[config.mk]
export PLATFORM = sky130hd
export DESIGN_NAME = prga
export DESIGN_NICKNAME = d
export VERILOG_FILES = /design/src/rtl/prga.sv
export SDC_FILE = /design/constraint.sdc
export NUM_CORES = 1
export LEC_CHECK = 0
export CAP_MARGIN = 20
export CORE_AREA = 2 2 98 100
export CTS_CLUSTER_SIZE = 12
export DETAILED_ROUTE_END_ITERATION = 10
export DIE_AREA = 0 0 100 102
export DONT_BUFFER_PORTS = 1
export SYNTH_ARGS = -nofsm -noshare
export SYNTH_HDL_FRONTEND = slang
export SYNTH_SLANG_ARGS = --single-unit
[constraint.sdc]
create_clock -name clk -period 3.3 [get_ports clk]
set_input_delay 0.33 -clock clk [delete_from_list [all_inputs] [get_ports clk]]
set_output_delay 0.33 -clock clk [all_outputs]
set_load 0.05 [all_outputs]
[src/rtl/prga.sv]
// ARC4 pseudo-random generation stage: walks the key-scheduled S memory,
// swaps entries in place and XORs the keystream onto a length-prefixed message.
module prga (
  input  logic       clk,
  input  logic       rst,
  input  logic       en,
  output logic       rdy,
  output logic [7:0] s_addr,
  input  logic [7:0] s_rddata,
  output logic [7:0] s_wrdata,
  output logic       s_wren,
  output logic [7:0] ct_addr,
  input  logic [7:0] ct_rddata,
  output logic [7:0] pt_addr,
  output logic [7:0] pt_wrdata,
  output logic       pt_wren
);

  typedef enum logic [3:0] {
    IDLE,
    RDL,
    LDL,
    WRL,
    RDI,
    LDI,
    RDJ,
    LDJ,
    WRI,
    WRJ,
    RDP,
    LDP,
    WRP
  } state_t;

  state_t     state_q, state_d;
  logic [7:0] i_q, i_d;
  logic [7:0] j_q, j_d;
  logic [7:0] k_q, k_d;
  logic [7:0] len_q, len_d;
  logic [7:0] si_q, si_d;
  logic [7:0] sj_q, sj_d;
  logic [7:0] ctb_q, ctb_d;
  logic [7:0] pad_q, pad_d;

  always_ff @(posedge clk or posedge rst) begin
    if (rst) begin
      state_q <= IDLE;
      i_q     <= 8'd0;
      j_q     <= 8'd0;
      k_q     <= 8'd0;
      len_q   <= 8'd0;
      si_q    <= 8'd0;
      sj_q    <= 8'd0;
      ctb_q   <= 8'd0;
      pad_q   <= 8'd0;
    end else begin
      state_q <= state_d;
      i_q     <= i_d;
      j_q     <= j_d;
      k_q     <= k_d;
      len_q   <= len_d;
      si_q    <= si_d;
      sj_q    <= sj_d;
      ctb_q   <= ctb_d;
      pad_q   <= pad_d;
    end
  end

  // Every memory has one cycle of read latency, so each read is split into an
  // address cycle (RDx) and a capture cycle (LDx).
  always_comb begin
    state_d   = state_q;
    i_d       = i_q;
    j_d       = j_q;
    k_d       = k_q;
    len_d     = len_q;
    si_d      = si_q;
    sj_d      = sj_q;
    ctb_d     = ctb_q;
    pad_d     = pad_q;
    rdy       = 1'b0;
    s_addr    = 8'd0;
    s_wrdata  = 8'd0;
    s_wren    = 1'b0;
    ct_addr   = 8'd0;
    pt_addr   = 8'd0;
    pt_wrdata = 8'd0;
    pt_wren   = 1'b0;

    case (state_q)
      IDLE: begin
        rdy = 1'b1;
        if (en) begin
          state_d = RDL;
        end
      end
      RDL: begin
        ct_addr = 8'd0;
        state_d = LDL;
      end
      LDL: begin
        len_d   = ct_rddata;
        state_d = LDL == LDL ? WRL : IDLE;
      end
      WRL: begin
        pt_addr   = 8'd0;
        pt_wrdata = len_q;
        pt_wren   = 1'b1;
        i_d       = 8'd0;
        j_d       = 8'd0;
        if (len_q == 8'd0) begin
          k_d     = 8'd0;
          state_d = IDLE;
        end else begin
          k_d     = 8'd1;
          state_d = RDI;
        end
      end
      RDI: begin
        s_addr  = i_q + 8'd1;
        i_d     = i_q + 8'd1;
        state_d = LDI;
      end
      LDI: begin
        si_d    = s_rddata;
        j_d     = j_q + s_rddata;
        state_d = RDJ;
      end
      RDJ: begin
        s_addr  = j_q;
        state_d = LDJ;
      end
      LDJ: begin
        sj_d    = s_rddata;
        state_d = WRI;
      end
      // When i == j both writes carry the same value, so the swap is a no-op.
      WRI: begin
        s_addr   = i_q;
        s_wrdata = sj_q;
        s_wren   = 1'b1;
        state_d  = WRJ;
      end
      WRJ: begin
        s_addr   = j_q;
        s_wrdata = si_q;
        s_wren   = 1'b1;
        ct_addr  = k_q;
        state_d  = RDP;
      end
      RDP: begin
        s_addr  = si_q + sj_q;
        ctb_d   = ct_rddata;
        state_d = LDP;
      end
      LDP: begin
        pad_d   = s_rddata;
        state_d = WRP;
      end
      WRP: begin
        pt_addr   = k_q;
        pt_wrdata = pad_q ^ ctb_q;
        pt_wren   = 1'b1;
        if (k_q == len_q) begin
          i_d     = 8'd0;
          j_d     = 8'd0;
          k_d     = 8'd0;
          len_d   = 8'd0;
          state_d = IDLE;
        end else begin
          k_d     = k_q + 8'd1;
          state_d = RDI;
        end
      end
      default: begin
        state_d = IDLE;
      end
    endcase
  end

endmodule
-- After elaboration in Yosys (flattened, before gate mapping)
Index checks and enable logic that the tools add are counted.
- $add $sub $neg: 4
- equal/unequal tests: 15
- mux-type cells: 19
- bitwise gates (word level): 1
- reduce and logical (&&, ||, !) cells: 12
- operators by type and width (cell ; count):
    8-bit case mux with 2 select lines ; 4
    4-bit case mux with 13 select lines ; 1
    8-bit case mux with 3 select lines ; 2
    8-bit two-way mux ; 4
    8-bit case mux with 4 select lines ; 1
    4-bit equality test (second input constant) ; 5
    8-bit by 1-bit adder with 8-bit output (second input constant) ; 2
    8-bit adder ; 2
    4-bit by 3-bit equality test with 1-bit output (second input constant) ; 4
    4-bit by 2-bit equality test with 1-bit output (second input constant) ; 2
    8-bit equality test ; 1
    8-bit zero test ; 1
    8-bit bitwise XOR ; 1
    3-bit two-way mux ; 2
    2-bit AND reduction ; 3
    3-bit nonzero test ; 2
    2-bit OR reduction ; 3
    4-bit by 1-bit equality test with 1-bit output (second input constant) ; 1
    4-bit zero test ; 1
    1-bit two-way mux ; 4
    4-bit two-way mux ; 1
    2-bit inequality test (second input constant) ; 2
    2-bit nonzero test ; 2
- bits in registers: 68
- input bits: 19
- output and inout port bits: 43
- logic and storage cells: 60

-- Longest topological paths before layout
Gate-level depths: netlist of the first run.
- depth after elaboration: 3
- mapped depth: 8
- gate-level depth less buffers: 7

-- Least setup slack after synthesis of the first run
Ideal clock, no wire load.
- kind: register to output
- start point: register si_q[1]
- end point: output s_addr[7]
- arrival time: 2.284 ns
- data required time: 2.970 ns
- setup slack: 0.686 ns
- cell stages (with the launch flop): 7
- buffers on the path: 0
- cells stage by stage: dfrtp_1 ha_1 a211oi_1 nor3_1 a211oi_1 xnor2_1 o2111ai_1
- word-level cells in the longest chain between the ends: 2
- RTL lines (item ; RTL line ; RTL):
    start: declaration ; 40 ; logic [7:0] si_q, si_d;
    start signal: assignment ; 62 ; si_q <= si_d;
    8-bit adder ; 152 ; s_addr = si_q + sj_q;
    8-bit case mux with 4 select lines ; 90 ; case (state_q)
    end: declaration ; 8 ; output logic [7:0] s_addr,
No other way between the ends.

-- Worst setup path in the final report of the first run
- start point: register state_q[2]
- end point: output s_addr[5]
- word-level cells in the longest chain between the ends: 3
- elaborated cells between the ends (all ways): 7
- those cells by class: eq/ne: 5; mux: 1; reduce/logical: 1
- RTL lines (item ; RTL line ; RTL):
    start: declaration ; 35 ; state_t state_q, state_d;
    start signal: assignment ; 57 ; state_q <= state_d;
    4-bit equality test or 4-bit by 3-bit equality test with 1-bit output (tied branches) ; 90 ;
    2-bit OR reduction (no line) ; - ;
    8-bit case mux with 4 select lines * ; 90 ;
Every way passes the cells marked *; elsewhere a longest branch is shown, timed or not.

==> metrics, run 1 <==
Power Density 1020 nW/µm²; RD Place Congestion 0.837; post-CTS sizing 0; Yosys reg bits 68; fin nets 462; Synth Net Count 453; via count 3196; RSZ-0062 raised after global routing false; cts hold-fix bufs 0; Max Slew Vio Count 0; Crit Path Category register to output port; routed len/inst 18.7 µm; post-synthesis sequential area ratio 41.5%; CP Capture Type output port; Antenna Nets Post-Route 0; Tightest Pin Transition 0.792 ns; num rows 35; minimum clock period 2.89 ns; setup TNS 0 ns; chip height 102 µm; Yosys top cell by area dfrtp_1; vias in the first global route 2983; YS warnings 0; initial drt markers 180; Clk pwr share 15.8%; CP arrival 2.56 ns; CORE AREA 9110 µm²; Syn Std Cell Area 4100 µm²; Required @ worst endpoint 2.97 ns; Psw 2.12 mW; worst vdd ir 0.436 mV; combinational share of power 49.2%; Overflow after GRT 0; Initial Utilization 45.0%; Final HPWL DP 7.35 mm; synth unique cells 54; Hold Slack 0.00183 ns; crit start category register; post-CTS setup repair buffer count 0; FF-to-FF setup slack 0.93 ns; io pins 62; CTS buffer count 9; Post-Route WL 10.1 mm; count leader, synth dfrtp_1; pre-CTS setup slack 0.821 ns; CTS tree done; Tcrit/Tclk final 87.6%; largest fanout on the critical path 17; Clock Skews 0.0101 ns; syn_area_per_cell 9.85 µm²; top post-synthesis cells by count dfrtp_1 (68), nand2_1 (51), a22o_1 (27); FF-to-FF End i_q[6]; largest net degree at the start of global routing 37; clk slew on worst S/H paths 0.08 ns; synth top area cells dfrtp_1 (42%), a22o_1 (5.8%), mux2_2 (5.8%); Internal 2.44 mW; number of max-cap violations 0; global-route wire length before repair 16.0 mm; die width 100 µm; Top FF cell, synth dfrtp_1; Flop pwr share 35.0%; crit path to s_addr[5]; count of final hold-check violations 0; Synth Instances 416; drt drc 0; reg2reg start state_q[1]; vias per inst 5.91; port bufs 0; P_leak 2.03 nW; Post-synth EDFFs 0; worst min-delay path class input pin to asynchronous set/reset pin; Worst Setup SP state_q[2]; status finished clean; Synth top area share 41.5%; Die ar. 10200 µm²; R2R cell count 5; FMAX 346 MHz; share of cells above drive strength 1 15.8%; Sw Ratio 46.5%; Max Buffers Root-to-Sink 2; initial antenna violation count 0; GRT Overall Usage 20.4%; worst skew pair latency 0.34 ns; clk root buf clkbuf_8; Final WS setup 0.411 ns; drt first pass iters 4; Async SR Flop Fraction 100%; H-tree depth 3; Syn-to-layout area delta 9.19%; clk sinks 68; antenna cells 0; Rel. slew slack 47.1%; # setup viols final 0
[final cells by class]
class | instances | area [µm²]
clock buffers | 9 | 124
clock inverters | 7 | 81.3
fillers | 833 | 4640
inverters | 11 | 41.3
multi-input cells | 319 | 2270
flip-flops and latches | 68 | 1700
well taps | 111 | 139
repair buffers | 16 | 120
[how the worst min path moves through the flow]
stage                     endpoint  slack (ns)  cells after the start
final                       i_q[1]       0.002                      1
after global routing        i_q[0]        0.06                      1
after CTS                   i_q[1]        0.03                      1
after detailed placement    i_q[1]        0.40                      1
after global placement      i_q[1]        0.39                      1
after floorplan           ctb_q[0]        0.44                      2
[power groups by stage]
stage / registers, mW / clock network (mW) / logic, mW
after floorplan: 1.42 / 0 / 1.92
after global placement: 1.59 / 0 / 2.21
after detailed placement: 1.61 / 0 / 2.23
after CTS: 1.59 / 0.736 / 2.24
after global routing: 1.65 / 0.772 / 2.47
final: 1.60 / 0.721 / 2.25
[worst max-delay path: stages (launching register included)]
cell	delay, ns
dfrtp_1	0.70
nand2b_4	0.13
or3_1	0.54
nor4_2	0.38
a21oi_1	0.07
o211ai_1	0.15
buf_4	0.25
[layer usage]
metal | vias up | global-route usage, % | share of wire (%)
li1 | 1534 | - | -
met4 | 0 | 5.90 | 1.1
met1 | 1589 | 28.6 | 47
met2 | 63 | 32.0 | 47
met3 | 10 | 4.65 | 4.7
met5 | - | 0 | 0
[flip-flops by register name, summed over array words and instances (netlist names)]
register / cells
ctb_q: 8
i_q: 8
j_q: 8
k_q: 8
len_q: 8
pad_q: 8
si_q: 8
sj_q: 8
state_q: 4
[cell families after synthesis]
family                   count (synthesis)  share of synthesized area, %
multiplexers                            24                          6.51
buffers and inverters                   29                          3.30
AO/OA/AOI/OAI                          117                          19.8
XOR/XNOR                                30                          6.41
flip-flops                              68                          41.5
AND/OR/NAND/NOR                        130                          16.6
adder cells (fa/ha/maj)                 18                          5.86
[per-stage QoR]
stage,cell area (µm²),power [mW],cells,utilization [%]
2_1_floorplan,4100,3.34,416,-
3_3_place_gp,4270,3.80,525,46.9
3_5_place_dp,4270,3.84,525,46.9
4_1_cts,4470,4.57,541,49.1
5_1_grt,4470,4.90,541,49.1
6_report,4470,4.57,541,49.1
[cell usage in the layout, fill, tap and decap left out, types with 4 or more instances in the layout]
master	instances
xor2_1	21
nand2b_1	6
clkbuf_8	9
o21ai_0	21
mux2_2	21
o21ai_1	4
a211oi_1	5
dfrtp_1	68
a21o_1	5
and2_1	17
inv_1	10
o21bai_1	4
o211ai_1	4
nand3_1	7
a31oi_1	7
buf_4	16
nand2_1	51
inv_6	4
a21oi_1	19
xnor2_1	9
a22o_1	27
and3_1	5
o22ai_1	9
nor2_1	20
ha_1	16
nor3_1	4
Note: power is estimated with default switching activity, not from simulation.
==> run 2, diff against run 1 <==
==> constraint.sdc (replaced) <==
create_clock -name clk -period 3.4 [get_ports clk]
set_input_delay 0.34 -clock clk [delete_from_list [all_inputs] [get_ports clk]]
set_output_delay 0.34 -clock clk [all_outputs]
set_load 0.05 [all_outputs]
==> run 2 against run 1 <==
Critical path depth unchanged. Count of clock-buffer cells in the layout is the same. First-iteration DRC count shrank 22%. Combinational power decreased by 4%. Largest cell class unchanged. Total power decreased by 3.4%. Global-route usage rose by 0.61 points. Critical endpoint unchanged. Sequential share of layout area rose by 0.18 points. Clock skew fell by 0.0012 ns. Non-clock buffer count decreased by 3.
==> metrics, run 2 (same netlist as run 1, synthesis figures left out) <==
status finished clean (unchanged); CTS tree done (unchanged); via count 3164 (was 3196); Syn-to-layout area delta 8.67% (was 9.19%); Tightest Pin Transition 0.782 ns (was 0.792 ns); P_leak 2.01 nW (was 2.03 nW); # setup viols final 0 (unchanged); Antenna Nets Post-Route 0 (unchanged); worst skew pair latency 0.35 ns (was 0.34 ns); global-route wire length before repair 16.4 mm (was 16.0 mm); vias per inst 5.88 (was 5.91); worst vdd ir 0.502 mV (was 0.436 mV); fin nets 459 (was 462); num rows 35 (unchanged); crit start category register (unchanged); Post-Layout Cell Count 538 (was 541); port bufs 0 (unchanged); Rel. slew slack 47.7% (was 47.1%); antenna cells 0 (unchanged); count of final hold-check violations 0 (unchanged); Placed Cells 521 (was 525); Final HPWL DP 7.44 mm (was 7.35 mm); Crit Path Category register to output port (unchanged); chip height 102 µm (unchanged); reg2reg start state_q[1] (unchanged); Clock Skews 0.00886 ns (was 0.0101 ns); Tcrit/Tclk final 85.0%; RSZ-0062 raised after global routing false (unchanged); Initial Utilization 45.0% (unchanged); CP arrival 2.55 ns (was 2.56 ns); CP Capture Type output port (unchanged); largest fanout on the critical path 17 (unchanged); routed len/inst 18.9 µm (was 18.7 µm); die width 100 µm (unchanged); vias in the first global route 3095 (was 2983); worst min-delay path class input pin to register (was input pin to asynchronous set/reset pin); drt drc 0 (unchanged); Max Buffers Root-to-Sink 2 (unchanged); share of cells above drive strength 1 15.0% (was 15.8%); FF-to-FF setup slack 0.98 ns (was 0.93 ns); crit path to s_addr[5] (unchanged); CORE AREA 9110 µm² (unchanged); CTS buffer count 9 (unchanged); clk sinks 68 (unchanged); clk slew on worst S/H paths 0.08 ns (about the same); Post-Route WL 10.2 mm (was 10.1 mm); Die ar. 10200 µm² (unchanged); largest net degree at the start of global routing 26 (was 37); FMAX 346 MHz; number of max-cap violations 0 (unchanged); Power Density 991 nW/µm² (was 1020 nW/µm²); FF-to-FF End i_q[6] (unchanged); Worst Setup SP state_q[2] (unchanged); H-tree depth 3 (unchanged); GRT Overall Usage 21.0% (was 20.4%); commonest non-fill, non-tap cell in the layout dfrtp_1 (unchanged); post-CTS setup repair buffer count 0 (unchanged); io pins 62 (unchanged); R2R cell count 5 (unchanged); commonest cells after routing, fill and taps aside dfrtp_1 (68), nand2_1 (51), a22o_1 (27) (unchanged); initial drt markers 141 (was 180); drt first pass iters 7 (was 4); setup TNS 0 ns (unchanged); RD Place Congestion 0.852 (was 0.837); minimum clock period 2.89 ns; clk root buf clkbuf_8 (unchanged); Max Slew Vio Count 0 (unchanged); initial antenna violation count 0 (unchanged); Required @ worst endpoint 3.06 ns (was 2.97 ns); Overflow after GRT 0 (unchanged)
==> run 2: final cells by class <==
type	count	area [µm²]
Clock buffer	9	124
Multi-Input combinational cell	319	2270
Sequential cell	68	1700
Inverter	11	41.3
Clock inverter	7	80.1
Fill cell	881	4660
Tap cell	111	139
Timing Repair Buffer	13	100
==> run 2: worst min path at each step <==
stage | slack (ns) | startpoint | depth (start not counted) | endpoint
final | 0.10 | ct_rddata[2] | 2 | ctb_q[2]
after global routing | 0.09 | ct_rddata[4] | 2 | ctb_q[4]
after detailed placement | 0.31 | rst | 1 | i_q[1]
after floorplan | 0.44 | j_q[7] | 1 | j_q[7]
after global placement | 0.30 | rst | 1 | i_q[1]
after CTS | 0.09 | ct_rddata[2] | 2 | ctb_q[2]
==> run 2: report_power, final <==
| group | internal, mW | total (mW) | switching [mW] |
|---|---|---|---|
| clock | 0.349 | 0.694 | 0.345 |
| sequential | 1.14 | 1.55 | 0.410 |
| combinational | 0.862 | 2.16 | 1.30 |
| total | 2.35 | 4.41 | 2.06 |
==> run 2: repair_timing <==
item,CTS,global route
hold buffers,1,0
resized for setup,0,0
hold endpoints to repair,23,0
==> run 2: critical path: stages (launching register included) <==
cell and delay (ns):
dfrtp_1 0.71, nand2b_4 0.13, or3_1 0.53, nor4_2 0.37, a21oi_1 0.07, o211ai_1 0.14
buf_4 0.25
==> run 2: through the flow <==
stage	utilization [%]	hold WS (ns)	total power, mW	instance area (µm²)	setup WS [ns]
6_report	48.9	0.101	4.41	4450	0.511
5_1_grt	48.9	0.0935	4.75	4450	0.344
4_1_cts	48.9	0.0874	4.42	4450	0.500
3_5_place_dp	46.5	0.310	3.72	4240	0.889
3_3_place_gp	46.5	0.302	3.66	4240	0.942
2_1_floorplan	-	0.439	3.24	4100	0.776
==> run 2: metal layers <==
metal	vias up	wire length, µm	GRT usage, %
li1	1524	-	-
met1	1578	4850	28.9
met2	54	4850	33.5
met3	8	374	3.97
met4	0	107	7.48
met5	-	0	0
==> run 3, diff against run 2 <==
==> constraint.sdc (replaced) <==
create_clock -name clk -period 2.7 [get_ports clk]
set_input_delay 0.27 -clock clk [delete_from_list [all_inputs] [get_ports clk]]
set_output_delay 0.27 -clock clk [all_outputs]
set_load 0.05 [all_outputs]
==> run 3 against run 2 <==
Worst setup slack lost 0.47 ns. Die area did not move. Via count is 4.0% higher. Global-route usage grew 0.38 points. Count of clock-buffer cells in the layout unchanged. Routed wire length increased by 2.1%. Worst hold slack worse by 0.074 ns. Critical path type unchanged. Largest cell class unchanged. Largest power group unchanged.
==> metrics, run 3 (same netlist as run 1, synthesis figures left out) <==
status finished clean (unchanged); CORE AREA 9110 µm² (unchanged); # setup viols final 0 (unchanged); RSZ-0062 raised after global routing true (was false); Initial Utilization 45.0% (unchanged); Max Slew Vio Count 0 (unchanged); CP Capture Type output port (unchanged); Overflow after GRT 0 (unchanged); clk sinks 68 (unchanged); Power Density 1210 nW/µm² (was 991 nW/µm²); share of cells above drive strength 1 21.5% (was 15.0%); worst skew pair latency 0.35 ns (about the same); antenna cells 0 (unchanged); Fillers 841 (was 881); Required @ worst endpoint 2.43 ns (was 3.06 ns); Antenna Nets Post-Route 0 (unchanged); drt first pass iters 5 (was 7); largest net degree at the start of global routing 33 (was 26); P_leak 2.21 nW (was 2.01 nW); vias per inst 5.82 (was 5.88); CP arrival 2.39 ns (was 2.55 ns); H-tree depth 3 (unchanged); Rel. slew slack 49.0% (was 47.7%); initial antenna violation count 0 (unchanged); crit start category register (unchanged); via count 3292 (was 3164); clk root buf clkbuf_8 (unchanged); Clk pwr share 14.9% (was 15.7%); Tcrit/Tclk final 98.6%; Tightest Pin Transition 0.761 ns (was 0.782 ns); Syn-to-layout area delta 19.2% (was 8.67%); port bufs 0 (unchanged); routed len/inst 18.4 µm (was 18.9 µm); CTS buffer count 9 (unchanged); largest fanout on the critical path 4 (was 17); Flop pwr share 32.3% (was 35.2%); Sw Ratio 45.4% (was 46.7%); Internal 3.23 mW (was 2.35 mW); combinational share of power 52.9% (was 49.1%); Die ar. 10200 µm² (unchanged); minimum clock period 2.66 ns; global-route wire length before repair 16.8 mm (was 16.4 mm); clk slew on worst S/H paths 0.08 ns (about the same); Total Power 5.91 mW (was 4.41 mW); Final HPWL DP 7.62 mm (was 7.44 mm); Psw 2.68 mW (was 2.06 mW); fin area 4880 µm² (was 4450 µm²); GRT Overall Usage 21.4% (was 21.0%); Crit Path Category register to output port (unchanged); Post-Route WL 10.4 mm (was 10.2 mm); area of placed instances 4640 µm² (was 4240 µm²); chip height 102 µm (unchanged); die width 100 µm (unchanged); io pins 62 (unchanged); FMAX 376 MHz; vias in the first global route 3231 (was 3095); worst vdd ir 0.582 mV (was 0.502 mV); CTS tree done (unchanged); initial drt markers 177 (was 141); number of max-cap violations 0 (unchanged); Hold Slack 0.0269 ns (was 0.101 ns); fin nets 487 (was 459); Clock Skews 0.00848 ns (was 0.00886 ns); drt drc 0 (unchanged); commonest non-fill, non-tap cell in the layout dfrtp_1 (unchanged); count of final hold-check violations 0 (unchanged); commonest cells after routing, fill and taps aside dfrtp_1 (68), nand2_1 (51), a22o_1 (27), buf_4 (25) (was dfrtp_1 (68), nand2_1 (51), a22o_1 (27)); RD Place Congestion 0.840 (was 0.852); worst min-delay path class input pin to register (unchanged); Max Buffers Root-to-Sink 2 (unchanged); num rows 35 (unchanged)
==> run 3: path summary, 6_finish.rpt <==
kind	from	end	slack [ns]	cells after the start
setup reg to reg	state_q[3]	j_q[1]	0.46	5
max in group asynchronous	rst	j_q[7]	1.58	3
min in group asynchronous	rst	k_q[5]	0.36	2
hold / removal	ct_rddata[7]	ctb_q[7]	0.03	2
hold reg to reg	j_q[7]	j_q[7]	0.49	1
setup / recovery	si_q[2]	s_addr[7]	0.04	7
==> run 3: power by group through the flow <==
stage,clock network [mW],registers (mW),logic (mW)
after global placement,0,1.88,2.99
after global routing,0.951,1.97,3.41
after CTS,0.900,1.90,3.08
after detailed placement,0,1.91,3.03
after floorplan,0,1.74,2.34
final,0.878,1.91,3.13
==> run 3: metal layers <==
| layer | global-route usage [%] | vias up | part of all wire (%) |
|---|---|---|---|
| met2 | 33.8 | 63 | 48 |
| met4 | 8.22 | 0 | 1.6 |
| met3 | 4.24 | 14 | 4.1 |
| met1 | 29.3 | 1636 | 46 |
| li1 | - | 1579 | - |
| met5 | 0 | - | 0 |
==> run 3: final cells by class <==
type / instances / area, µm² / area share, %
Clock buffer: 9 / 124 / 2.54
Clock inverter: 7 / 81.3 / 1.67
Multi-Input combinational cell: 319 / 2290 / 47.0
Sequential cell: 68 / 1700 / 34.8
Inverter: 11 / 41.3 / 0.846
Timing Repair Buffer: 41 / 503 / 10.3
Tap cell: 111 / 139 / 2.84
==> run 3: worst max-delay path, cell delays in order, from the launching register on <==
cell       delay, ns
dfrtp_1         0.40
ha_1            0.35
o21ai_0         0.36
nor3_1          0.11
a211oi_2        0.25
xnor2_1         0.14
o2111ai_2       0.26
buf_12          0.18
==> run 3: repair_timing <==
action | 4_1_cts | 5_1_grt
buffers inserted | 0 | 0
gates resized for setup | 3 | 5
gates cloned | 0 | 0
setup endpoints to repair | 3 | 5
pin swaps | 0 | 2
hold endpoints to repair | 17 | 0
hold buffers | 1 | 0
==> run 3: through the flow <==
stage / setup TNS [ns] / setup slack [ns] / std cells / util, %
after detailed placement: 0 / 0.258 / 549 / 50.9
after CTS: 0 / 0.0245 / 566 / 53.4
after floorplan: 0 / 0.146 / 416 / -
after global routing: -0.0638 / -0.0340 / 566 / 53.6
after global placement: 0 / 0.325 / 549 / 50.9
final: 0 / 0.0381 / 566 / 53.6
